<file path="src/rtl/i2c_target_pkg.sv">
// ---------------------------------------------------------------------------
// i2c_target_pkg
// Shared types and constants for the I2C register-target block.
//   i2c_state_e : byte-level protocol FSM states
//   ACK_BIT     : SDA level that means ACK on the ninth clock
//   BYTE_LEN    : data bits per byte on the wire
//   LAST_BIT    : bit-counter value of the final bit of a byte
// ---------------------------------------------------------------------------
package i2c_target_pkg;

    typedef enum logic [3:0] {
        IDLE     = 4'd0,
        ADDR     = 4'd1,
        ADDR_ACK = 4'd2,
        PTR      = 4'd3,
        PTR_ACK  = 4'd4,
        WR       = 4'd5,
        WR_ACK   = 4'd6,
        RD       = 4'd7,
        RD_ACK   = 4'd8
    } i2c_state_e;

    localparam logic       ACK_BIT  = 1'b0;
    localparam int         BYTE_LEN = 8;
    localparam logic [2:0] LAST_BIT = 3'(BYTE_LEN - 1);

endpackage

</file>
<file path="src/rtl/i2c_glitch_filter.sv">
// ---------------------------------------------------------------------------
// i2c_glitch_filter
// Two-flop synchronizer followed by a run-length filter: the output only
// takes a new level after FILT_LEN consecutive synchronized samples agree
// on it. Reset preloads everything to 1 so an idle bus is seen as idle.
// Ports:
//   clk     : system clock
//   reset   : synchronous active-high reset
//   pad_i   : raw asynchronous pad level
//   filt_o  : synchronized, filtered level
// ---------------------------------------------------------------------------
module i2c_glitch_filter #(
    parameter int FILT_LEN = 4
) (
    input  logic clk,
    input  logic reset,
    input  logic pad_i,
    output logic filt_o
);

    localparam int CW = (FILT_LEN > 1) ? $clog2(FILT_LEN) : 1;

    logic          sync1_q;
    logic          sync2_q;
    logic          filt_q;
    logic          filt_d;
    logic [CW-1:0] cnt_q;
    logic [CW-1:0] cnt_d;

    // cnt_q counts how many previous samples already disagreed with the
    // output; the FILT_LEN-th disagreeing sample flips the output.
    always_comb begin
        filt_d = filt_q;
        cnt_d  = '0;
        if (sync2_q != filt_q) begin
            if (cnt_q == CW'(FILT_LEN - 1)) begin
                filt_d = sync2_q;
            end else begin
                cnt_d = cnt_q + 1'b1;
            end
        end
    end

    always_ff @(posedge clk) begin
        if (reset) begin
            sync1_q <= 1'b1;
            sync2_q <= 1'b1;
            filt_q  <= 1'b1;
            cnt_q   <= '0;
        end else begin
            sync1_q <= pad_i;
            sync2_q <= sync1_q;
            filt_q  <= filt_d;
            cnt_q   <= cnt_d;
        end
    end

    assign filt_o = filt_q;

endmodule

</file>
<file path="src/rtl/i2c_target_regs.sv">
// ---------------------------------------------------------------------------
// i2c_target_regs
// I2C target exposing a byte-addressed register space. A write transfer
// sets the register pointer with its first data byte and writes every
// following byte at the auto-incrementing pointer; a read transfer returns
// bytes from the pointer, incrementing after each master ACK.
// Ports:
//   clk, reset           : clock and synchronous active-high reset
//   scl_in, sda_in       : raw bus levels
//   scl_oe, sda_oe       : open-drain pull-down enables (scl_oe is always 0)
//   reg_addr             : register pointer
//   reg_wr_en/wr_data    : one-cycle write strobe and its data
//   reg_rd_en/rd_data    : one-cycle read request, data returned next cycle
//   busy                 : addressed transfer in progress
//   dbg_state            : current protocol FSM state
// ---------------------------------------------------------------------------
module i2c_target_regs
    import i2c_target_pkg::*;
#(
    parameter logic [6:0] I2C_ADDR = 7'h50,
    parameter int         FILT_LEN = 4
) (
    input  logic       clk,
    input  logic       reset,
    input  logic       scl_in,
    input  logic       sda_in,
    output logic       scl_oe,
    output logic       sda_oe,
    output logic [7:0] reg_addr,
    output logic       reg_wr_en,
    output logic [7:0] reg_wr_data,
    output logic       reg_rd_en,
    input  logic [7:0] reg_rd_data,
    output logic       busy,
    output i2c_state_e dbg_state
);

    logic scl_f;
    logic sda_f;
    logic scl_prev_q;
    logic sda_prev_q;

    i2c_glitch_filter #(.FILT_LEN(FILT_LEN)) u_scl_filt (
        .clk    (clk),
        .reset  (reset),
        .pad_i  (scl_in),
        .filt_o (scl_f)
    );

    i2c_glitch_filter #(.FILT_LEN(FILT_LEN)) u_sda_filt (
        .clk    (clk),
        .reset  (reset),
        .pad_i  (sda_in),
        .filt_o (sda_f)
    );

    // START/STOP need SCL high in both the previous and current cycle, so an
    // SDA edge coinciding with an SCL edge is never taken as either.
    logic scl_rise;
    logic scl_fall;
    logic start_det;
    logic stop_det;

    assign scl_rise  =  scl_f & ~scl_prev_q;
    assign scl_fall  = ~scl_f &  scl_prev_q;
    assign start_det =  scl_f &  scl_prev_q &  sda_prev_q & ~sda_f;
    assign stop_det  =  scl_f &  scl_prev_q & ~sda_prev_q &  sda_f;

    i2c_state_e state_q, state_d;
    logic [2:0] bit_cnt_q, bit_cnt_d;
    logic [7:0] shift_q, shift_d;
    logic       rw_q, rw_d;
    logic [7:0] addr_q, addr_d;
    logic       wr_en_q, wr_en_d;
    logic [7:0] wr_data_q, wr_data_d;
    logic       rd_en_q, rd_en_d;
    logic       rd_pend_q;
    logic       sda_oe_q, sda_oe_d;
    logic       busy_q, busy_d;

    logic [7:0] rx_byte;
    logic       last_bit;

    assign rx_byte  = {shift_q[6:0], sda_f};
    assign last_bit = (bit_cnt_q == LAST_BIT);

    always_comb begin
        state_d   = state_q;
        bit_cnt_d = bit_cnt_q;
        shift_d   = shift_q;
        rw_d      = rw_q;
        addr_d    = addr_q;
        wr_en_d   = 1'b0;
        wr_data_d = wr_data_q;
        rd_en_d   = 1'b0;
        sda_oe_d  = sda_oe_q;
        busy_d    = busy_q;

        // Read data arrives the cycle after the request; it lands long before
        // the SCL fall that starts driving it out.
        if (rd_pend_q) begin
            shift_d = reg_rd_data;
        end

        if (start_det) begin
            state_d   = ADDR;
            bit_cnt_d = '0;
            sda_oe_d  = 1'b0;
            busy_d    = 1'b0;
        end else if (stop_det) begin
            state_d   = IDLE;
            bit_cnt_d = '0;
            sda_oe_d  = 1'b0;
            busy_d    = 1'b0;
        end else if (scl_rise) begin
            case (state_q)
                ADDR: begin
                    shift_d   = rx_byte;
                    bit_cnt_d = bit_cnt_q + 1'b1;
                    if (last_bit) begin
                        bit_cnt_d = '0;
                        if (rx_byte[7:1] == I2C_ADDR) begin
                            state_d = ADDR_ACK;
                            rw_d    = rx_byte[0];
                            busy_d  = 1'b1;
                        end else begin
                            state_d = IDLE;
                        end
                    end
                end
                PTR: begin
                    shift_d   = rx_byte;
                    bit_cnt_d = bit_cnt_q + 1'b1;
                    if (last_bit) begin
                        bit_cnt_d = '0;
                        addr_d    = rx_byte;
                        state_d   = PTR_ACK;
                    end
                end
                WR: begin
                    shift_d   = rx_byte;
                    bit_cnt_d = bit_cnt_q + 1'b1;
                    if (last_bit) begin
                        bit_cnt_d = '0;
                        wr_en_d   = 1'b1;
                        wr_data_d = rx_byte;
                        state_d   = WR_ACK;
                    end
                end
                RD: begin
                    // The current bit is already on the bus; expose the next.
                    shift_d   = {shift_q[6:0], 1'b0};
                    bit_cnt_d = bit_cnt_q + 1'b1;
                    if (last_bit) begin
                        bit_cnt_d = '0;
                        state_d   = RD_ACK;
                    end
                end
                ADDR_ACK: begin
                    bit_cnt_d = '0;
                    if (rw_q) begin
                        state_d = RD;
                        rd_en_d = 1'b1;
                    end else begin
                        state_d = PTR;
                    end
                end
                PTR_ACK: begin
                    bit_cnt_d = '0;
                    state_d   = WR;
                end
                WR_ACK: begin
                    bit_cnt_d = '0;
                    addr_d    = addr_q + 1'b1;
                    state_d   = WR;
                end
                RD_ACK: begin
                    bit_cnt_d = '0;
                    if (sda_f == ACK_BIT) begin
                        addr_d  = addr_q + 1'b1;
                        rd_en_d = 1'b1;
                        state_d = RD;
                    end else begin
                        state_d = IDLE;
                    end
                end
                default: ;
            endcase
        end else if (scl_fall) begin
            // SDA is only ever changed while SCL is low.
            case (state_q)
                ADDR_ACK, PTR_ACK, WR_ACK: sda_oe_d = 1'b1;
                RD:                        sda_oe_d = ~shift_q[7];
                default:                   sda_oe_d = 1'b0;
            endcase
        end
    end

    always_ff @(posedge clk) begin
        if (reset) begin
            scl_prev_q <= 1'b1;
            sda_prev_q <= 1'b1;
            state_q    <= IDLE;
            bit_cnt_q  <= '0;
            shift_q    <= '0;
            rw_q       <= 1'b0;
            addr_q     <= '0;
            wr_en_q    <= 1'b0;
            wr_data_q  <= '0;
            rd_en_q    <= 1'b0;
            rd_pend_q  <= 1'b0;
            sda_oe_q   <= 1'b0;
            busy_q     <= 1'b0;
        end else begin
            scl_prev_q <= scl_f;
            sda_prev_q <= sda_f;
            state_q    <= state_d;
            bit_cnt_q  <= bit_cnt_d;
            shift_q    <= shift_d;
            rw_q       <= rw_d;
            addr_q     <= addr_d;
            wr_en_q    <= wr_en_d;
            wr_data_q  <= wr_data_d;
            rd_en_q    <= rd_en_d;
            rd_pend_q  <= rd_en_q;
            sda_oe_q   <= sda_oe_d;
            busy_q     <= busy_d;
        end
    end

    assign scl_oe      = 1'b0;
    assign sda_oe      = sda_oe_q;
    assign reg_addr    = addr_q;
    assign reg_wr_en   = wr_en_q;
    assign reg_wr_data = wr_data_q;
    assign reg_rd_en   = rd_en_q;
    assign busy        = busy_q;
    assign dbg_state   = state_q;

endmodule

</file>
<file path="config.mk">
export PLATFORM = sky130hd
export DESIGN_NAME = i2c_target_regs
export DESIGN_NICKNAME = d
export VERILOG_FILES = /design/src/rtl/i2c_target_pkg.sv /design/src/rtl/i2c_glitch_filter.sv /design/src/rtl/i2c_target_regs.sv
export SDC_FILE = /design/constraint.sdc
export NUM_CORES = 1
export LEC_CHECK = 0
export BUFFER_PORTS_ARGS = -buffer_cell sky130_fd_sc_hd__buf_2
export CORE_ASPECT_RATIO = 0.5
export CORE_MARGIN = 2
export CORE_UTILIZATION = 48
export CTS_CLUSTER_DIAMETER = 40
export CTS_CLUSTER_SIZE = 30
export DETAILED_ROUTE_END_ITERATION = 8
export HOLD_SLACK_MARGIN = 0.15
export PLACE_DENSITY = 0.69
export SETUP_SLACK_MARGIN = 0.5
export SKIP_LAST_GASP = 1
export SYNTH_ARGS = -nofsm -noshare
export SYNTH_HDL_FRONTEND = slang
export SYNTH_SLANG_ARGS = --single-unit
</file>
<file path="constraint.sdc">
create_clock -name clk -period 2.9 [get_ports clk]
set_input_delay 0.29 -clock clk [delete_from_list [all_inputs] [get_ports clk]]
set_output_delay 0.29 -clock clk [all_outputs]
set_load 0.1 [all_outputs]
</file>
# Word level (Yosys, flattened, before mapping)
# Index checks and enable logic that the tools add are counted.
word_totals:
  ff_bits: 49
  elab_cells: 118
classes:
  add_sub_neg: 4
  eq_ne: 23
  muxes: 26
  bitwise_logic: 18
  n_reduce_logical: 25
op_table:
  columns: ["operator", "count"]
  rows:
  - ["$mux W8", 6]
  - ["$pmux W4 S7", 1]
  - ["$pmux W8 S3", 1]
  - ["$reduce_and A6 Y1", 4]
  - ["$eq A4 B3 Y1 const B", 4]
  - ["$mux W4", 4]
  - ["$ne A4 B4 Y1 const B", 4]
  - ["$pmux W8 S2", 1]
  - ["$reduce_or A3 Y1", 5]
  - ["$reduce_or A4 Y1", 3]
  - ["$not A1 Y1", 11]
  - ["$ne A2 B2 Y1 const B", 5]
  - ["$mux W3", 3]
  - ["$reduce_bool A9 Y1", 1]
  - ["$add A8 B1 Y8 const B", 1]
  - ["$eq A4 B2 Y1 const B", 2]
  - ["$reduce_and A2 Y1", 4]
  - ["$and A1 B1 Y1", 7]
  - ["$eq A7 B7 Y1 const B", 1]
  - ["$reduce_bool A7 Y1", 1]
  - ["$mux W1", 6]
  - ["$pmux W3 S2", 1]
  - ["$reduce_bool A3 Y1", 2]
  - ["$reduce_and A5 Y1", 1]
  - ["other kinds (13)", 17]

# Depth between registers and ports, before layout
depth:
  ltp_word: 7
  mapped_depth: 8
  mapped_depth_nobuf: 7

# Hierarchy
# A second synthesis with hierarchy kept.
hier_totals:
  cells_unflattened: 257
  area_unflattened_um2: 2342.2
by_module_without_submodules:
  columns: ["mod", "instances", "cells_each", "area_per_inst_um2"]
  rows:
  - ["i2c_target_regs", 1, 231, 1999.4]
  - ["i2c_glitch_filter", 2, 13, 171.4]

# Least setup slack after synthesis
# OpenSTA, ideal clock, no wires.
synth_path:
  path_kind: "reg2reg"
  start: "reg state_q[0] (netlist: dbg_state[0])"
  end: "reg wr_data_q[0] (netlist: reg_wr_data[0])"
  arrival_time_ns: 2.127
  required_time_ns: 2.772
  path_slack_ns: 0.646
  path_stages_with_launch: 7
  synth_period_minus_slack_ns: 2.254
  cell_sequence: "dfxtp_1 -> and4bb_4 -> nand2_2 -> or3_1 -> buf_6 -> mux2i_1 -> nor2_1"
synth_between:
  elab_chain_cells: 2
synth_rtl:
  columns: ["element", "line_no", "source"]
  rows:
  - ["from (decl)", "i2c_target_regs.sv:69", "i2c_state_e state_q, state_d;"]
  - ["from (signal assigned)", "i2c_target_regs.sv:217", "state_q <= state_d;"]
  - ["$eq A4 B3 Y1", "i2c_target_regs.sv:116", "case (state_q)"]
  - ["$reduce_and A5 Y1 (no source line)", null, null]
  - ["to (signal assigned)", "i2c_target_regs.sv:223", "wr_data_q <= wr_data_d;"]
  - ["to (decl)", "i2c_target_regs.sv:75", "logic [7:0] wr_data_q, wr_data_d;"]
# No other way between the ends.
# A chain may end at the register's enable or synchronous reset.

# Final worst setup path
layout_path:
  start: "reg state_q[0] (netlist: dbg_state[0])"
  end: "reg wr_data_q[2] (netlist: reg_wr_data[2])"
# Same word-level chain as after synthesis.

==> results.tsv <==
metric	value	unit
Post-Syn Area	2360	um^2
Reg clk slew, reported paths	0.09	ns
P&R area growth vs syn	13.3	%
wire length of the first global-routing pass	8.63	mm
drt drc	0	
max-cap violation count	0	
layout cells sized above 1	20.7	%
top cell type's share of synthesized area	41.5	%
Crit path depth	5	
Seq/Total Area, Yosys	41.5	%
Slew @ Worst Pin	0.668	ns
antenna violations before repair	0	
final slew viol count	0	
worst relative slew slack	55.2	%
Worst path max stage delay	0.71	ns
number of flops mapped to enable cells by yosys	0	
port buffer count	35	
CP cell instances	and4bb_4, nand2_2, or3_1, mux2i_1, nor2_1	
# setup viols final	0	
DP Wirelength	3.69	mm
total track usage	20.6	%
Synth area leader	dfxtp_1	
post-route setup TNS	0	ns
CP Buf/Inv Count	0	
fin crit share	72.9	%
Setup Buffers After CTS	0	
synth cell count leaders	dfxtp_1, nor2_1, mux2i_1	
Mapped Avg Cell Area	8.95	um^2
Worst Path Arrival	2.30	ns
leakage	1.12	nW
total power	0.00122	W
post-synth net total	281	
IO Pins	37	
Req. time, crit path	3.09	ns
crit path from	dbg_state[0]	
number of diodes	0	
FF+latch count, synth	49	
total power divided by cell area	456	nW/um^2
global routing usage on met2	33.3	%
clk_lat worst skew	0.30	ns
clock tree buffer depth	2	
drt total wl	5.25	mm
outcome	finished clean	
post-cts sizing count	0	
DP Cell Count	353	
Final nets	311	
Worst Path Max Fanout	17	
DP Worst Slack	0.672	ns
worst r2r src	dbg_state[0]	
area taken by multi-input logic gates	1270	um^2
row count	17	
Async SR Flop Fraction	0	%
Die Ht	53.6	um
root buffer cell	clkbuf_8	
drt pass-1 iters	4	
reg2reg path depth	5	
unrepaired setup endpoints after global routing	no	
die area	5540	um^2
Max Freq	473	MHz
Clock Sinks	49	
H-tree depth	2	
# hold bufs at CTS	0	
hold-critical path depth	2	
Synth cell types	58	
CP Launch Type	flip-flop	
Syn. warnings	0	
Crit path max-delay family	simple AND/OR/NAND/NOR gates	
VDD IR-drop max	0.249	mV
global route hottest layer	met2	
Cells after Synth	264	
initial core utilization	51.7	%
GRT overflow	0	
largest net degree at the start of global routing	36	
Wirelength per Cell	14.5	um
fin cells	361	
CTS tree	yes	
vias	1986	
storage element area	981	um^2
CP max-delay cell	dfxtp_1	
vias per cell	5.50	
vias in the first global route	1757	
Main synth FF type	dfxtp_1	
final setup slack of the worst path	0.787	ns
gp weighted congestion	0.862	
Iteration-0 DRC Markers	114	
main area contributors after synthesis	dfxtp_1, mux2i_1, nor2_1	
GR Util met3	5.06	%
count leader, synth	dfxtp_1	
Hold Startpoint	sda_in	
Hold Crit Class	input pin to flip-flop	
Final ANT Viol Nets	0	
Core ar.	4570	um^2
clock skew	0.00566	ns
Final min period	2.11	ns
CTS buffer count	5	
GR Util met1	28.3	%
fill count	413	
CP Class	flip-flop to flip-flop	
final hold viol count	0	
crit end category	flip-flop	
Die X	103	um
## cell families after synthesis
| logic type | count (synthesis) | share of synthesized area [%] |
|---|---|---|
| mux | 20 | 8.52 |
| flops | 49 | 41.5 |
| simple gates | 101 | 22.4 |
| xor+xnor | 3 | 1.11 |
| buf+inv | 22 | 5.03 |
| compound gates | 63 | 18.6 |
| fa+ha+maj | 5 | 2.65 |
| other cells | 1 | 0.159 |
## path summary, 6_finish.rpt
kind                                            to  slack (ns)
worst max-delay path                reg_wr_data[2]        0.79
worst min-delay path            u_sda_filt.sync1_q        0.17
worst max register to register      reg_wr_data[2]        0.79
worst min register to register  u_sda_filt.sync2_q        0.41
## layout by cell type, fill, tap and decap left out, types with 2 or more instances in the layout
cell type,count
mux2i_1,19
nor2b_1,2
a22oi_1,4
or2_2,5
o311a_1,2
a32oi_1,2
or3_1,5
and2b_1,2
nor2_1,40
buf_4,3
nand2b_1,2
nor3_1,7
dfxtp_1,49
nand3_1,2
o21ai_1,7
xnor2_1,3
nand3b_1,2
o21ai_0,3
inv_1,5
nand2_1,17
a21oi_1,16
and3_1,2
ha_1,5
and2_1,3
buf_2,35
nor3b_1,2
a211oi_1,8
a2bb2oi_1,2
o32ai_1,4
clkbuf_8,6
a21o_1,3
## metal layers
layer	routed length [um]	part of all wire, %	up-vias
met2	2460	47	62
met5	0	0	-
met3	339	6.5	2
met1	2430	46	920
met4	18	0.34	0
li1	-	-	1002
## power by group
group	total, W	leakage, nW	switching, W	internal (W)
Clock	0.000512	0.0574	0.000232	0.000281
Sequential	0.000677	0.396	0.00000145	0.000676
Combinational	0.0000321	0.671	0.0000213	0.0000108
## worst reg2reg max path: cells and delay by family (launching register included)
family,cells,cell delay (ns)
flops,1,0.71
mux,1,0.27
simple gates,4,1.03
## layout make-up
cell class	instances	share of cell area, %
Inverter	7	0.981
Sequential cell	49	36.6
Clock buffer	6	3.08
Timing Repair Buffer	38	7.38
Clock inverter	2	1.40
Tap cell	66	3.08
Multi-Input combinational cell	193	47.4
## state kept, by name, summed over array words and instances (netlist names), 2 cells and up
register / count
dbg_state: 4
u_scl_filt.cnt_q: 2
shift_q: 8
reg_wr_data: 8
u_sda_filt.cnt_q: 2
bit_cnt_q: 3
reg_addr: 8
## per-stage QoR
step	utilization [%]	hold slack, ns	area (um^2)
6_report	58.5	0.169	2680
5_1_grt	58.5	0.153	2680
4_1_cts	58.4	0.158	2670
3_5_place_dp	55.8	0.398	2550
3_3_place_gp	55.8	0.391	2550
2_1_floorplan	-	0.389	2360
No activity file was read; power rests on OpenSTA's default activity.
